File: src/rtl/imm_gen_stage.sv
// Registered immediate generator with a 2-entry skid buffer (main + skid register).
// Optional Z-format (CSR zimm) support is enabled by defining IMMGEN_ZIMM_EN.
module imm_gen_stage #(
    parameter int XLEN        = 64,
    parameter int AUTO_DECODE = 1,
    parameter int TAG_W       = 8
) (
    input  logic             clk,
    input  logic             reset,
    input  logic             in_valid,
    output logic             in_ready,
    input  logic [31:0]      in_instr,
    input  logic [2:0]       in_imm_src,
    input  logic [TAG_W-1:0] in_tag,
    output logic             out_valid,
    input  logic             out_ready,
    output logic [XLEN-1:0]  out_imm,
    output logic [2:0]       out_fmt,
    output logic             out_illegal,
    output logic [TAG_W-1:0] out_tag
);

    localparam logic [2:0] FMT_I    = 3'b000;
    localparam logic [2:0] FMT_S    = 3'b001;
    localparam logic [2:0] FMT_B    = 3'b010;
    localparam logic [2:0] FMT_J    = 3'b011;
    localparam logic [2:0] FMT_U    = 3'b100;
    localparam logic [2:0] FMT_Z    = 3'b101;
    localparam logic [2:0] FMT_NONE = 3'b111;

    typedef enum logic [1:0] {
        EMPTY = 2'd0,
        ONE   = 2'd1,
        TWO   = 2'd2
    } state_t;

    function automatic void decode_fmt(
        input  logic [31:0] instr,
        input  logic [2:0]  src,
        output logic [2:0]  fmt,
        output logic        ill
    );
        fmt = FMT_NONE;
        ill = 1'b0;
        if (AUTO_DECODE != 0) begin
            case (instr[6:0])
                7'b0000011, 7'b0010011, 7'b1100111: fmt = FMT_I;
                7'b0011011: begin
                    if (XLEN == 64) fmt = FMT_I;
                    else            ill = 1'b1;
                end
                7'b1110011: begin
`ifdef IMMGEN_ZIMM_EN
                    fmt = instr[14] ? FMT_Z : FMT_I;
`else
                    fmt = FMT_I;
`endif
                end
                7'b0100011:             fmt = FMT_S;
                7'b1100011:             fmt = FMT_B;
                7'b1101111:             fmt = FMT_J;
                7'b0110111, 7'b0010111: fmt = FMT_U;
                7'b0110011:             fmt = FMT_NONE;
                7'b0111011: begin
                    if (XLEN != 64) ill = 1'b1;
                end
                default:                ill = 1'b1;
            endcase
        end else begin
            case (src)
                FMT_I, FMT_S, FMT_B, FMT_J, FMT_U: fmt = src;
`ifdef IMMGEN_ZIMM_EN
                FMT_Z:   fmt = FMT_Z;
`endif
                default: ill = 1'b1;
            endcase
        end
    endfunction

    // Every format is assembled as a signed 32-bit value, then sign-extended to XLEN.
    function automatic logic signed [XLEN-1:0] build_imm(
        input logic [31:0] instr,
        input logic [2:0]  fmt
    );
        logic signed [31:0] raw;
        case (fmt)
            FMT_I:   raw = {{20{instr[31]}}, instr[31:20]};
            FMT_S:   raw = {{20{instr[31]}}, instr[31:25], instr[11:7]};
            FMT_B:   raw = {{19{instr[31]}}, instr[31], instr[7], instr[30:25], instr[11:8], 1'b0};
            FMT_J:   raw = {{11{instr[31]}}, instr[31], instr[19:12], instr[20], instr[30:21], 1'b0};
            FMT_U:   raw = {instr[31:12], 12'b0};
            FMT_Z:   raw = {27'b0, instr[19:15]};
            default: raw = '0;
        endcase
        return XLEN'(raw);
    endfunction

    // Stage 0: combinational decode of the incoming instruction
    logic signed [XLEN-1:0] dec_imm_p0;
    logic [2:0]             dec_fmt_p0;
    logic                   dec_ill_p0;

    always_comb begin
        dec_fmt_p0 = FMT_NONE;
        dec_ill_p0 = 1'b0;
        decode_fmt(in_instr, in_imm_src, dec_fmt_p0, dec_ill_p0);
        dec_imm_p0 = build_imm(in_instr, dec_fmt_p0);
    end

    // Stage 1: main (output) register and skid register
    state_t                 state;
    logic signed [XLEN-1:0] imm_p1;
    logic [2:0]             fmt_p1;
    logic                   ill_p1;
    logic [TAG_W-1:0]       tag_p1;
    logic signed [XLEN-1:0] skid_imm_p1;
    logic [2:0]             skid_fmt_p1;
    logic                   skid_ill_p1;
    logic [TAG_W-1:0]       skid_tag_p1;

    logic in_fire;
    logic out_fire;

    assign in_ready  = (state != TWO);
    assign out_valid = (state != EMPTY);
    assign in_fire   = in_valid & in_ready;
    assign out_fire  = out_valid & out_ready;

    assign out_imm     = imm_p1;
    assign out_fmt     = fmt_p1;
    assign out_illegal = ill_p1;
    assign out_tag     = tag_p1;

    always_ff @(posedge clk or posedge reset) begin
        if (reset) begin
            state  <= EMPTY;
            imm_p1 <= '0;
            fmt_p1 <= FMT_NONE;
            ill_p1 <= 1'b0;
            tag_p1 <= '0;
        end else begin
            case (state)
                EMPTY: begin
                    if (in_fire) begin
                        imm_p1 <= dec_imm_p0;
                        fmt_p1 <= dec_fmt_p0;
                        ill_p1 <= dec_ill_p0;
                        tag_p1 <= in_tag;
                        state  <= ONE;
                    end
                end
                ONE: begin
                    if (in_fire && out_fire) begin
                        imm_p1 <= dec_imm_p0;
                        fmt_p1 <= dec_fmt_p0;
                        ill_p1 <= dec_ill_p0;
                        tag_p1 <= in_tag;
                    end else if (in_fire) begin
                        state <= TWO;
                    end else if (out_fire) begin
                        state <= EMPTY;
                    end
                end
                TWO: begin
                    if (out_fire) begin
                        imm_p1 <= skid_imm_p1;
                        fmt_p1 <= skid_fmt_p1;
                        ill_p1 <= skid_ill_p1;
                        tag_p1 <= skid_tag_p1;
                        state  <= ONE;
                    end
                end
                default: state <= EMPTY;
            endcase
        end
    end

    // Skid contents are only consumed when state says they are valid, so no reset is needed.
    always_ff @(posedge clk) begin
        if (state == ONE && in_fire && !out_fire) begin
            skid_imm_p1 <= dec_imm_p0;
            skid_fmt_p1 <= dec_fmt_p0;
            skid_ill_p1 <= dec_ill_p0;
            skid_tag_p1 <= in_tag;
        end
    end

endmodule

File: config.mk
export PLATFORM = sky130hd
export DESIGN_NAME = imm_gen_stage
export DESIGN_NICKNAME = d
export VERILOG_FILES = /design/src/rtl/imm_gen_stage.sv
export SDC_FILE = /design/constraint.sdc
export NUM_CORES = 1
export LEC_CHECK = 0
export ABC_AREA = 1
export CAP_MARGIN = 20
export CORE_ASPECT_RATIO = 0.6
export CORE_MARGIN = 1.5
export CORE_UTILIZATION = 25
export CTS_CLUSTER_SIZE = 24
export DETAILED_ROUTE_END_ITERATION = 12
export HOLD_SLACK_MARGIN = 0.1
export PLACE_DENSITY = 0.57
export SYNTH_ARGS = -nofsm -noshare
export SYNTH_HDL_FRONTEND = slang
export SYNTH_SLANG_ARGS = --single-unit
File: constraint.sdc
create_clock -name clk -period 5.65 [get_ports clk]
set_clock_uncertainty 0.05 [all_clocks]
set_input_delay 1.13 -clock clk [delete_from_list [all_inputs] [get_ports clk]]
set_output_delay 1.13 -clock clk [all_outputs]
set_load 0.01 [all_outputs]
# Yosys cells after proc, flatten, opt, wreduce, memory -nomap -nowiden
# Index checks and enable logic that the tools add are counted.
# classes
reduce_logical	13
bitwise	2
n_eq_ne	25
mux	25
# op_table
operator	count
$mux W64	3
$pmux W32 S6	1
$pmux W64 S3	1
$eq A7 B6 Y1 const B	4
$eq A7 B7 Y1 const B	4
$mux W8	3
$pmux W8 S3	1
$eq A7 B5 Y1 const B	3
$pmux W3 S5	1
$reduce_or A12 Y1	1
$mux W2	5
$ne A2 B2 Y1 const B	5
$mux W3	3
$pmux W3 S3	1
$reduce_and A4 Y1	2
$eq A7 B2 Y1 const B	1
$eq A3 B2 Y1 const B	2
$eq A3 B3 Y1 const B	2
$pmux W2 S3	1
$reduce_or A5 Y1	1
$mux W1	4
$eq A3 B1 Y1 const B	1
$logic_and A1 B1 Y1	3
$logic_not A3 Y1	1
other kinds (10)	11
# word_totals
regBits	122
elab_cells	74
out_inout_bits	78

# Longest topological paths before layout
# Gate-level depths: netlist of run 1.
# depth
depth_word	7
mapped_depth	12
ltp_nobuf	12

# Worst setup path after synthesis of run 1
# No wires, ideal clock.
# synth_path
kind	input -> register
from	input port in_valid
to	register skid_fmt_p1[0], enable pin
path_stages	4
path_buffers	0
t_required_ns	5.154
setup_ns	0.446
path_slack_ns	1.963
arrival_ns	3.191
cell_sequence	inv_1 -> nor2_1 -> inv_1 -> nor2_1
# synth_via
elab_chain_len	3
# synth_lines
element	line_no	rtl
start: declaration	10	input logic in_valid,
$and A1 B1 Y1	126	assign in_fire = in_valid & in_ready;
$logic_and A1 B1 Y1 (2 in a row)	180	if (state == ONE && in_fire && !out_fire) begin
end signal: assignment	182	skid_fmt_p1 <= dec_fmt_p0;
end: declaration	117	logic [2:0] skid_fmt_p1;
# Every way passes these cells.
# A chain may end at the register's enable or synchronous reset.

# Final worst setup path of run 1
# layout_path
from	register state[0]
to	output port in_ready
# layout_via
elab_chain_len	1
# layout_lines
element	line_no	rtl
start: declaration	111	state_t state;
start signal: assignment	136	state <= EMPTY;
start signal: assignment	149	state <= ONE;
start signal: assignment	159	state <= TWO;
$ne A2 B2 Y1	124	assign in_ready = (state != TWO);
end: declaration	11	output logic in_ready,
# Every way passes these cells.

==> results of run 1 <==
stage by stage:
| step | cells | power (mW) | utilization | hold slack, ns | worst slack, ns |
|---|---|---|---|---|---|
| after floorplan | 597 | 1.653 | - | 0.4422 | 1.963 |
| after global placement | 907 | 2.178 | 0.3235 | 0.4157 | 2.216 |
| after detailed placement | 907 | 2.183 | 0.3235 | 0.4171 | 2.219 |
| after CTS | 923 | 2.756 | 0.3385 | 0.4328 | 2.245 |
| after global routing | 923 | 2.906 | 0.3385 | 0.4425 | 2.160 |
| final | 923 | 2.710 | 0.3385 | 0.4288 | 2.309 |
sequential cells by signal, summed over array words and instances, names as in the netlist:
register	flops
out_fmt	3
out_tag	8
out_illegal	1
state	2
skid_imm_p1	32
skid_tag_p1	8
out_imm	32
skid_fmt_p1	3
skid_ill_p1	1
cells by family (layout without fill, tap and decap cells):
group	after synthesis	in the layout
flops	90	90
buf+inv	105	191
simple gates	368	368
compound gates	34	34
worst max-delay path by stage:
stage / startpoint / endpoint / slack [ns] / cells after the start
3_5_place_dp: out_ready / out_imm[15]$_DFFE_PP0P_ / 2.22 / 9
5_1_grt: state[0]$_DFFE_PP0P_ / in_ready / 2.16 / 4
4_1_cts: state[0]$_DFFE_PP0P_ / in_ready / 2.24 / 4
2_1_floorplan: in_valid / skid_fmt_p1[0]$_DFFE_PP_ / 1.96 / 4
3_3_place_gp: out_ready / out_imm[17]$_DFFE_PP0P_ / 2.22 / 9
6_report: state[0]$_DFFE_PP0P_ / in_ready / 2.31 / 4
routing by layer:
metal	track usage	up-vias	wire length (µm)
met5	0	-	0
met4	0.02500	0	76
met3	0.03307	7	716
met2	0.1942	128	5248
met1	0.1906	1745	6324
li1	-	2014	-
power by group through the flow:
stage | Sequential [mW] | Combinational, mW | Clock [mW]
floorplan | 1.06 | 0.594 | 0
global placement | 1.00 | 1.18 | 0
detailed placement | 1.01 | 1.18 | 0
CTS | 0.998 | 1.18 | 0.576
global route | 1.02 | 1.28 | 0.603
finish | 0.992 | 1.16 | 0.560
cells in the mapped netlist (all sizes together):
master	n
o22ai	1
edfxtp	44
a31oi	8
a21oi	8
nand4	7
dfrtp	43
nand2	187
nor3	3
nor2	133
clkbuf	12
buf	45
inv	48
o31ai	1
o21ai	16
nand3	38
dfstp	3
layout make-up:
cell class,instances,area share
timing repair buffer,127,0.2038
tap,240,0.04871
sequential,90,0.4017
clock inverter,4,0.004465
multi-input combinational,402,0.2722
inverter,48,0.02923
clock buffer,12,0.03998
critical path, stage by stage (launching register included):
cell             delay [ns]
dfrtp_1                0.37
inv_1                  0.07
nand2_2                0.07
buf_4                  0.62
clkdlybuf4s50_1        0.69
==> metrics.cfg, run 1 <==
[clock_network]
hold_buffers=0
htree_levels=3
clkTransAtPathRegs_ns=0.06
cts-resized-gates=0
cts_tree=yes
clock_sinks=90
clock_latency_ns=0.34
post-cts-setup-buffers=0
cts_made_buffers=9
root_buffer=clkbuf_16
clk_path_buf_depth=2

[layout]
fillerInstances=1923
final_nets=725
final-seq-area_um2=2476
final_common_cell=nand2_1
syn_to_final_growth_pct=31.84
multi_input_area_um2=1678
drive_above_1_share=0.06003
layout_common_cells=nand2_1 (182), nor2_1 (130), clkdlybuf4s50_1 (121)
antenna_cells=0
design_area_um2=6165

[detailed_routing]
drt-wirelength-per-cell_um=13.40
drc=0
drt_first_pass_iters=5
totalWireLength_um=12370
num_vias=3894
vias_per_cell=4.219
detail-route-antenna-nets=0
drt_iter0_markers=348

[grt]
grt-ovfl-total=0
grt_max_degree=78
gr-usage-all-layers=0.1304
grt_antenna_before_repair=0
grt_pass1_vias=3619
grt_pass1_wl_um=19820

[critical_path]
reg2reg_to=out_imm[17]$_DFFE_PP0P_
critical_path_class=reg -> out
reg2reg_slack_ns=3.42
cp.required_ns=4.47
critPathLaunchType=flip-flop
cp.arrival_ns=2.16
cp_max_fo=77
reg2regPathDepth=10
rr_startpoint=state[0]$_DFFE_PP0P_
endpoint_kind=output pin

[synthesis]
netlist_area_um2=4676
synth_top_area_share=0.2826
yosysWarnings=0
synth_compound_area_frac=0.04014
synthAdderAreaFrac=0
ys_ff_latch=90
synthCells=597
synth_cell_types=26
synth_xor_area_frac=0
synth-simple-area-share=0.3166
yosys-mux-area-fraction=0
syn-num-nets=644
yosys.area.top_type=edfxtp_1
seq_area_frac_synth=0.5296
synth.avg_cell_area_um2=7.832
synth_area_leaders=edfxtp_1 (28%), dfrtp_1 (23%), nand2_1 (15%), nor2_1 (11%), buf_4 (5.5%)
synth_top_family_by_area=simple AND/OR/NAND/NOR gates

[run]
cap_violations=0

[pwr]
combPwrFrac=0.427
p_leak_nw=3.006
p_int_mw=1.761
power_frac_seq=0.366
p_sw_frac=0.3503
power_switching_mw=0.9493
p_clk_frac=0.207
peakVddDrop_v=0.0001423
p_per_area_nw_per_um2=439.6

[timing]
finalHoldViolCount=0
worstMarginPinSlew_ns=0.9273
min_period_ns=3.341
fin_crit_sh=0.5914
setup_viol=0
fmax_ghz=0.2993
rsz0062_at_grt=false
maxSlewViolCount=0
tns_ns=0
max_slew_margin=0.3818

[placement]
dp_hpwl_um=8493
port_buffers=121
place_congestion=0.8021
dpl_cell_area_um2=5891

[floorplan]
core_region_area_um2=18210
rows=38
die_height_um=108.9
ioPinCount=125
die_w_um=179.6
die_area_um2=19560
start_util=0.2568

[worst_hold_path]
hold_end=out_imm[13]$_DFFE_PP0P_
hold_depth=2
min_from=out_imm[13]$_DFFE_PP0P_
hold_path_class=reg -> reg

[status]
outcome=completed

No activity file was read; power rests on OpenSTA's default activity.
==> run 2: changes to the inputs <==
--- a/config.mk
+++ b/config.mk
@@ -13,7 +13,7 @@
 export CTS_CLUSTER_SIZE = 24
 export DETAILED_ROUTE_END_ITERATION = 12
 export HOLD_SLACK_MARGIN = 0.1
-export PLACE_DENSITY = 0.57
+export PLACE_DENSITY = 0.58
 export SYNTH_ARGS = -nofsm -noshare
 export SYNTH_HDL_FRONTEND = slang
 export SYNTH_SLANG_ARGS = --single-unit
==> constraint.sdc (replaced) <==
create_clock -name clk -period 3.05 [get_ports clk]
set_clock_uncertainty 0.05 [all_clocks]
set_input_delay 0.61 -clock clk [delete_from_list [all_inputs] [get_ports clk]]
set_output_delay 0.61 -clock clk [all_outputs]
set_load 0.01 [all_outputs]
==> metrics.cfg, run 2 (synthesis results as in run 1) <==
[status]
outcome=completed  ; unchanged

[floorplan]
core_region_area_um2=18210  ; unchanged
die_area_um2=19560  ; unchanged
die_w_um=179.6  ; unchanged
ioPinCount=125  ; unchanged
die_height_um=108.9  ; unchanged
rows=38  ; unchanged
start_util=0.2568  ; unchanged

[run]
cap_violations=0  ; unchanged

[placement]
dp_hpwl_um=8621  ; was 8493 µm
port_buffers=121  ; unchanged
place_congestion=0.8034  ; was 0.8021

[detailed_routing]
top_layer=met4  ; unchanged
met2_length_um=4928  ; was 5248 µm
totalWireLength_um=12290  ; was 12370 µm
dr_wl_met3_um=794  ; was 716 µm
wl_met1_um=6477  ; was 6324 µm
vias_per_cell=4.262  ; was 4.219
num_vias=3951  ; was 3894
drt_first_pass_iters=6  ; was 5
drc=0  ; unchanged
drt-wirelength-per-cell_um=13.26  ; was 13.40 µm
detail-route-antenna-nets=0  ; unchanged
drt_iter0_markers=257  ; was 348

[pwr]
p_int_mw=3.443  ; was 1.761 mW
p_per_area_nw_per_um2=832.5  ; was 439.6 nW/µm²
power_switching_mw=1.783  ; was 0.9493 mW
power_frac_seq=0.344  ; was 0.366
p_sw_frac=0.3412  ; was 0.3503
p_clk_frac=0.231  ; was 0.207
combPwrFrac=0.425  ; was 0.427
peakVddDrop_v=0.0004462  ; was 0.0001423 V
p_leak_nw=3.067  ; was 3.006 nW

[grt]
grt_max_degree=58  ; was 78
grt-ovfl-total=0  ; unchanged
grt_pass1_wl_um=20130  ; was 19820 µm
grt_antenna_before_repair=0  ; unchanged
gr-usage-all-layers=0.1316  ; was 0.1304
grt_pass1_vias=3721  ; was 3619

[worst_hold_path]
min_from=out_imm[29]$_DFFE_PP0P_  ; was out_imm[13]$_DFFE_PP0P_
hold_depth=2  ; unchanged
hold_end=out_imm[29]$_DFFE_PP0P_  ; was out_imm[13]$_DFFE_PP0P_
hold_path_class=reg -> reg  ; unchanged

[timing]
fin_crit_sh=0.8041
max_slew_margin=0.6207  ; was 0.3818
tns_ns=0  ; unchanged
maxSlewViolCount=0  ; unchanged
rsz0062_at_grt=false  ; unchanged
setup_viol=0  ; unchanged
finalHoldViolCount=0  ; unchanged
min_period_ns=2.453
fmax_ghz=0.4077
worstMarginPinSlew_ns=0.5689  ; was 0.9273 ns

[clock_network]
clkTransAtPathRegs_ns=0.07  ; was 0.06 ns
cts-resized-gates=0  ; unchanged
cts_made_buffers=9  ; unchanged
clock_latency_ns=0.34  ; about the same
post-cts-setup-buffers=0  ; unchanged
hold_buffers=0  ; unchanged
clock_sinks=90  ; unchanged
root_buffer=clkbuf_16  ; unchanged
htree_levels=3  ; unchanged
clk_path_buf_depth=2  ; unchanged
cts_tree=yes  ; unchanged

[critical_path]
cp_max_fo=25  ; was 77
cp.required_ns=2.39  ; was 4.47 ns
reg2reg_slack_ns=0.96  ; was 3.42 ns
cp.arrival_ns=1.79  ; was 2.16 ns
critical_path_class=reg -> out  ; unchanged
reg2reg_to=out_imm[15]$_DFFE_PP0P_  ; was out_imm[17]$_DFFE_PP0P_
endpoint_kind=output pin  ; unchanged
rr_startpoint=state[0]$_DFFE_PP0P_  ; unchanged
critPathLaunchType=flip-flop  ; unchanged
worstSetupStartpoint=state[1]$_DFFE_PP0P_  ; was state[0]$_DFFE_PP0P_
reg2regPathDepth=9  ; was 10

[layout]
fillerInstances=1889  ; was 1923
antenna_cells=0  ; unchanged
final_nets=729  ; was 725
drive_above_1_share=0.06696  ; was 0.06003
final_common_cell=nand2_1  ; unchanged
layout_common_cells=nand2_1 (182), nor2_1 (130), clkdlybuf4s50_1 (121)  ; unchanged
utilization=0.3447  ; was 0.3385
syn_to_final_growth_pct=34.25  ; was 31.84%

run 2: cell types whose count changed in the layout (fill, tap and decap cells not counted):
cell,before,now
clkinvlp_4,3,1
buf_4,6,7
buf_12,0,3
inv_6,0,2
bufinv_16,0,2
clkbuf_1,2,1
clkbuf_8,1,0
run 2: worst max path at each step:
| stage | cells past startpoint | slack [ns] | endpoint |
|---|---|---|---|
| after global placement | 11 | 0.53 | out_imm[24]$_DFFE_PP0P_ |
| after CTS | 3 | 0.56 | in_ready |
| after detailed placement | 11 | 0.50 | out_imm[24]$_DFFE_PP0P_ |
| after floorplan | 4 | 0.63 | skid_fmt_p1[0]$_DFFE_PP_ |
| after global routing | 3 | 0.48 | in_ready |
| final | 2 | 0.60 | in_ready |
run 2: worst max-delay path, cell delays in order, from the launching register on:
cell,delay [ns]
dfrtp_1,0.41
nand2_2,0.40
clkdlybuf4s50_1,0.64
run 2: per-stage QoR:
step                      hold WS, ns  std cells  worst slack (ns)  power [mW]  cell area, µm²
after detailed placement       0.4165        911            0.4957       4.070            5958
after global placement         0.4144        911            0.5266       4.067            5958
after global routing           0.4561        927            0.4845       5.577            6277
after floorplan                0.4422        597            0.6258       3.061            4678
after CTS                      0.4366        927            0.5564       5.301            6277
final                          0.4297        927            0.5974       5.226            6277
run 2: power by group through the flow:
stage	clock network [mW]	registers, mW	logic (mW)
CTS	1.24	1.80	2.26
detailed placement	0	1.82	2.25
global route	1.28	1.84	2.45
finish	1.21	1.80	2.22
global placement	0	1.82	2.25
floorplan	0	1.96	1.10
run 2: per-layer routing:
| layer | track usage | up-vias |
|---|---|---|
| li1 | - | 2022 |
| met1 | 0.1912 | 1769 |
| met2 | 0.1959 | 151 |
| met3 | 0.03607 | 9 |
| met4 | 0.02381 | 0 |
| met5 | 0 | - |
run 2: layout make-up:
type | count | area [µm²] | area share
inverters | 48 | 180.2 | 0.02870
repair buffers | 131 | 1324 | 0.2109
clock inverters | 6 | 90.09 | 0.01435
multi-input cells | 402 | 1678 | 0.2673
flip-flops and latches | 90 | 2476 | 0.3945
clock buffers | 10 | 229.0 | 0.03648
well taps | 240 | 300.3 | 0.04784
==> run 3: changes to the inputs <==
--- a/config.mk
+++ b/config.mk
@@ -13,7 +13,7 @@
 export CTS_CLUSTER_SIZE = 24
 export DETAILED_ROUTE_END_ITERATION = 12
 export HOLD_SLACK_MARGIN = 0.1
-export PLACE_DENSITY = 0.58
+export PLACE_DENSITY = 0.57
 export SYNTH_ARGS = -nofsm -noshare
 export SYNTH_HDL_FRONTEND = slang
 export SYNTH_SLANG_ARGS = --single-unit
==> constraint.sdc (replaced) <==
create_clock -name clk -period 2.3 [get_ports clk]
set_clock_uncertainty 0.05 [all_clocks]
set_input_delay 0.46 -clock clk [delete_from_list [all_inputs] [get_ports clk]]
set_output_delay 0.46 -clock clk [all_outputs]
set_load 0.01 [all_outputs]
==> metrics.cfg, run 3 (synthesis results as in run 1) <==
[clock_network]
htree_levels=3  ; unchanged
clock_sinks=90  ; unchanged
cts-resized-gates=0  ; unchanged
post-cts-setup-buffers=0  ; unchanged
clkTransAtPathRegs_ns=0.07  ; about the same
cts_tree=yes  ; unchanged
cts_made_buffers=9  ; unchanged
clk_path_buf_depth=2  ; unchanged
hold_buffers=0  ; unchanged
clock_latency_ns=0.34  ; about the same
root_buffer=clkbuf_16  ; unchanged

[placement]
dp_hpwl_um=8502  ; was 8621 µm
port_buffers=121  ; unchanged
dpl_cell_area_um2=6085  ; was 5958 µm²
place_congestion=0.8068  ; was 0.8034
place_inst=924  ; was 911

[timing]
setup_viol=0  ; unchanged
fin_crit_sh=0.9003
min_period_ns=2.071
tns_ns=0  ; unchanged
finalHoldViolCount=0  ; unchanged
max_slew_margin=0.6234  ; was 0.6207
maxSlewViolCount=0  ; unchanged
hold_slack_ns=0.4196  ; was 0.4297 ns
rsz0062_at_grt=false  ; unchanged
fmax_ghz=0.4829
worstMarginPinSlew_ns=0.5649  ; was 0.5689 ns

[floorplan]
start_util=0.2568  ; unchanged
die_height_um=108.9  ; unchanged
ioPinCount=125  ; unchanged
die_area_um2=19560  ; unchanged
rows=38  ; unchanged
core_region_area_um2=18210  ; unchanged
die_w_um=179.6  ; unchanged

[critical_path]
cp.arrival_ns=1.56  ; was 1.79 ns
slowest_delay_ns=0.60  ; was 0.64 ns
cp.required_ns=1.79  ; was 2.39 ns
path_cells=buf_4 > clkdlybuf4s50_1  ; was nand2_2 > clkdlybuf4s50_1
worstSetupStartpoint=out_imm[62]$_DFFE_PP0P_  ; was state[1]$_DFFE_PP0P_
critical_path_class=reg -> out  ; unchanged
reg2reg_slack_ns=0.64  ; was 0.96 ns
endpoint_kind=output pin  ; unchanged
crit_family=buffers and inverters  ; unchanged
path_buf_inv=2  ; was 1
critPathLaunchType=flip-flop  ; unchanged
rr_startpoint=state[1]$_DFFE_PP0P_  ; was state[0]$_DFFE_PP0P_
cp_max_fo=33  ; was 25
critPathSlowestCell=clkdlybuf4s50_1  ; unchanged

[detailed_routing]
num_vias=3954  ; was 3951
vias_per_cell=4.206  ; was 4.262
detail-route-antenna-nets=0  ; unchanged
totalWireLength_um=12410  ; was 12290 µm
drt-wirelength-per-cell_um=13.20  ; was 13.26 µm
drc=0  ; unchanged
drt_first_pass_iters=5  ; was 6
drt_iter0_markers=281  ; was 257

[grt]
grt_max_degree=71  ; was 58
grt_antenna_before_repair=0  ; unchanged
grt_pass1_wl_um=19980  ; was 20130 µm
gr-usage-all-layers=0.1317  ; was 0.1316
grt_pass1_vias=3767  ; was 3721
grt-ovfl-total=0  ; unchanged

[layout]
drive_above_1_share=0.08714  ; was 0.06696
final_common_cell=nand2_1  ; unchanged
antenna_cells=0  ; unchanged
final_nets=742  ; was 729
fillerInstances=1923  ; was 1889
design_area_um2=6387  ; was 6277 µm²
stdcell_count=940  ; was 927
layout_common_cells=nand2_1 (182), nor2_1 (130), clkdlybuf4s50_1 (121)  ; unchanged
final-seq-area_um2=2476  ; unchanged
syn_to_final_growth_pct=36.61  ; was 34.25%
multi_input_area_um2=1682  ; was 1678 µm²

[pwr]
peakVddDrop_v=0.0004767  ; was 0.0004462 V
p_leak_nw=3.127  ; was 3.067 nW
p_per_area_nw_per_um2=1076  ; was 832.5 nW/µm²

[run]
cap_violations=0  ; unchanged

[status]
outcome=completed  ; unchanged

[worst_hold_path]
hold_path_class=in -> async  ; was reg -> reg

[run 3: stage by stage]
step,setup WS (ns),utilization,power (mW)
after detailed placement,-0.04632,0.3341,5.413
after floorplan,0.02576,-,4.060
after global placement,-0.02592,0.3341,5.411
after global routing,0.1078,0.3508,7.315
after CTS,0.1992,0.3508,6.974
final,0.2292,0.3508,6.873
[run 3: area by class of cell]
class	count	area share
inverters	48	0.02821
repair buffers	144	0.2264
flip-flops and latches	90	0.3877
well taps	240	0.04701
multi-input cells	402	0.2633
clock inverters	7	0.01214
clock buffers	9	0.03526
[run 3: routing by layer]
layer	GRT usage	part of all wire
met5	0	0
met4	0.03810	0.013
met1	0.1863	0.51
met3	0.03874	0.055
met2	0.1942	0.42
[run 3: tightest hold or removal path, delay by kind of cell]
family	cells	cell delay (ns)
buffers and inverters	3	0.74
[run 3: path summary, 6_finish.rpt]
check                                               end  cells after the start
worst max-delay path                        out_imm[43]                      2
worst min-delay path            out_imm[13]$_DFFE_PP0P_                      3
worst max register to register   out_imm[0]$_DFFE_PP0P_                     10
worst min register to register   out_imm[8]$_DFFE_PP0P_                      2
max in group asynchronous        out_fmt[1]$_DFFE_PP1P_                      3
min in group clk                 out_imm[8]$_DFFE_PP0P_                      2
[run 3: power breakdown]
part           switching [mW]  internal, mW  total (mW)
registers               0.214          2.16        2.37
logic                    1.52          1.46        2.98
clock network           0.670         0.852        1.52
total                    2.40          4.47        6.87
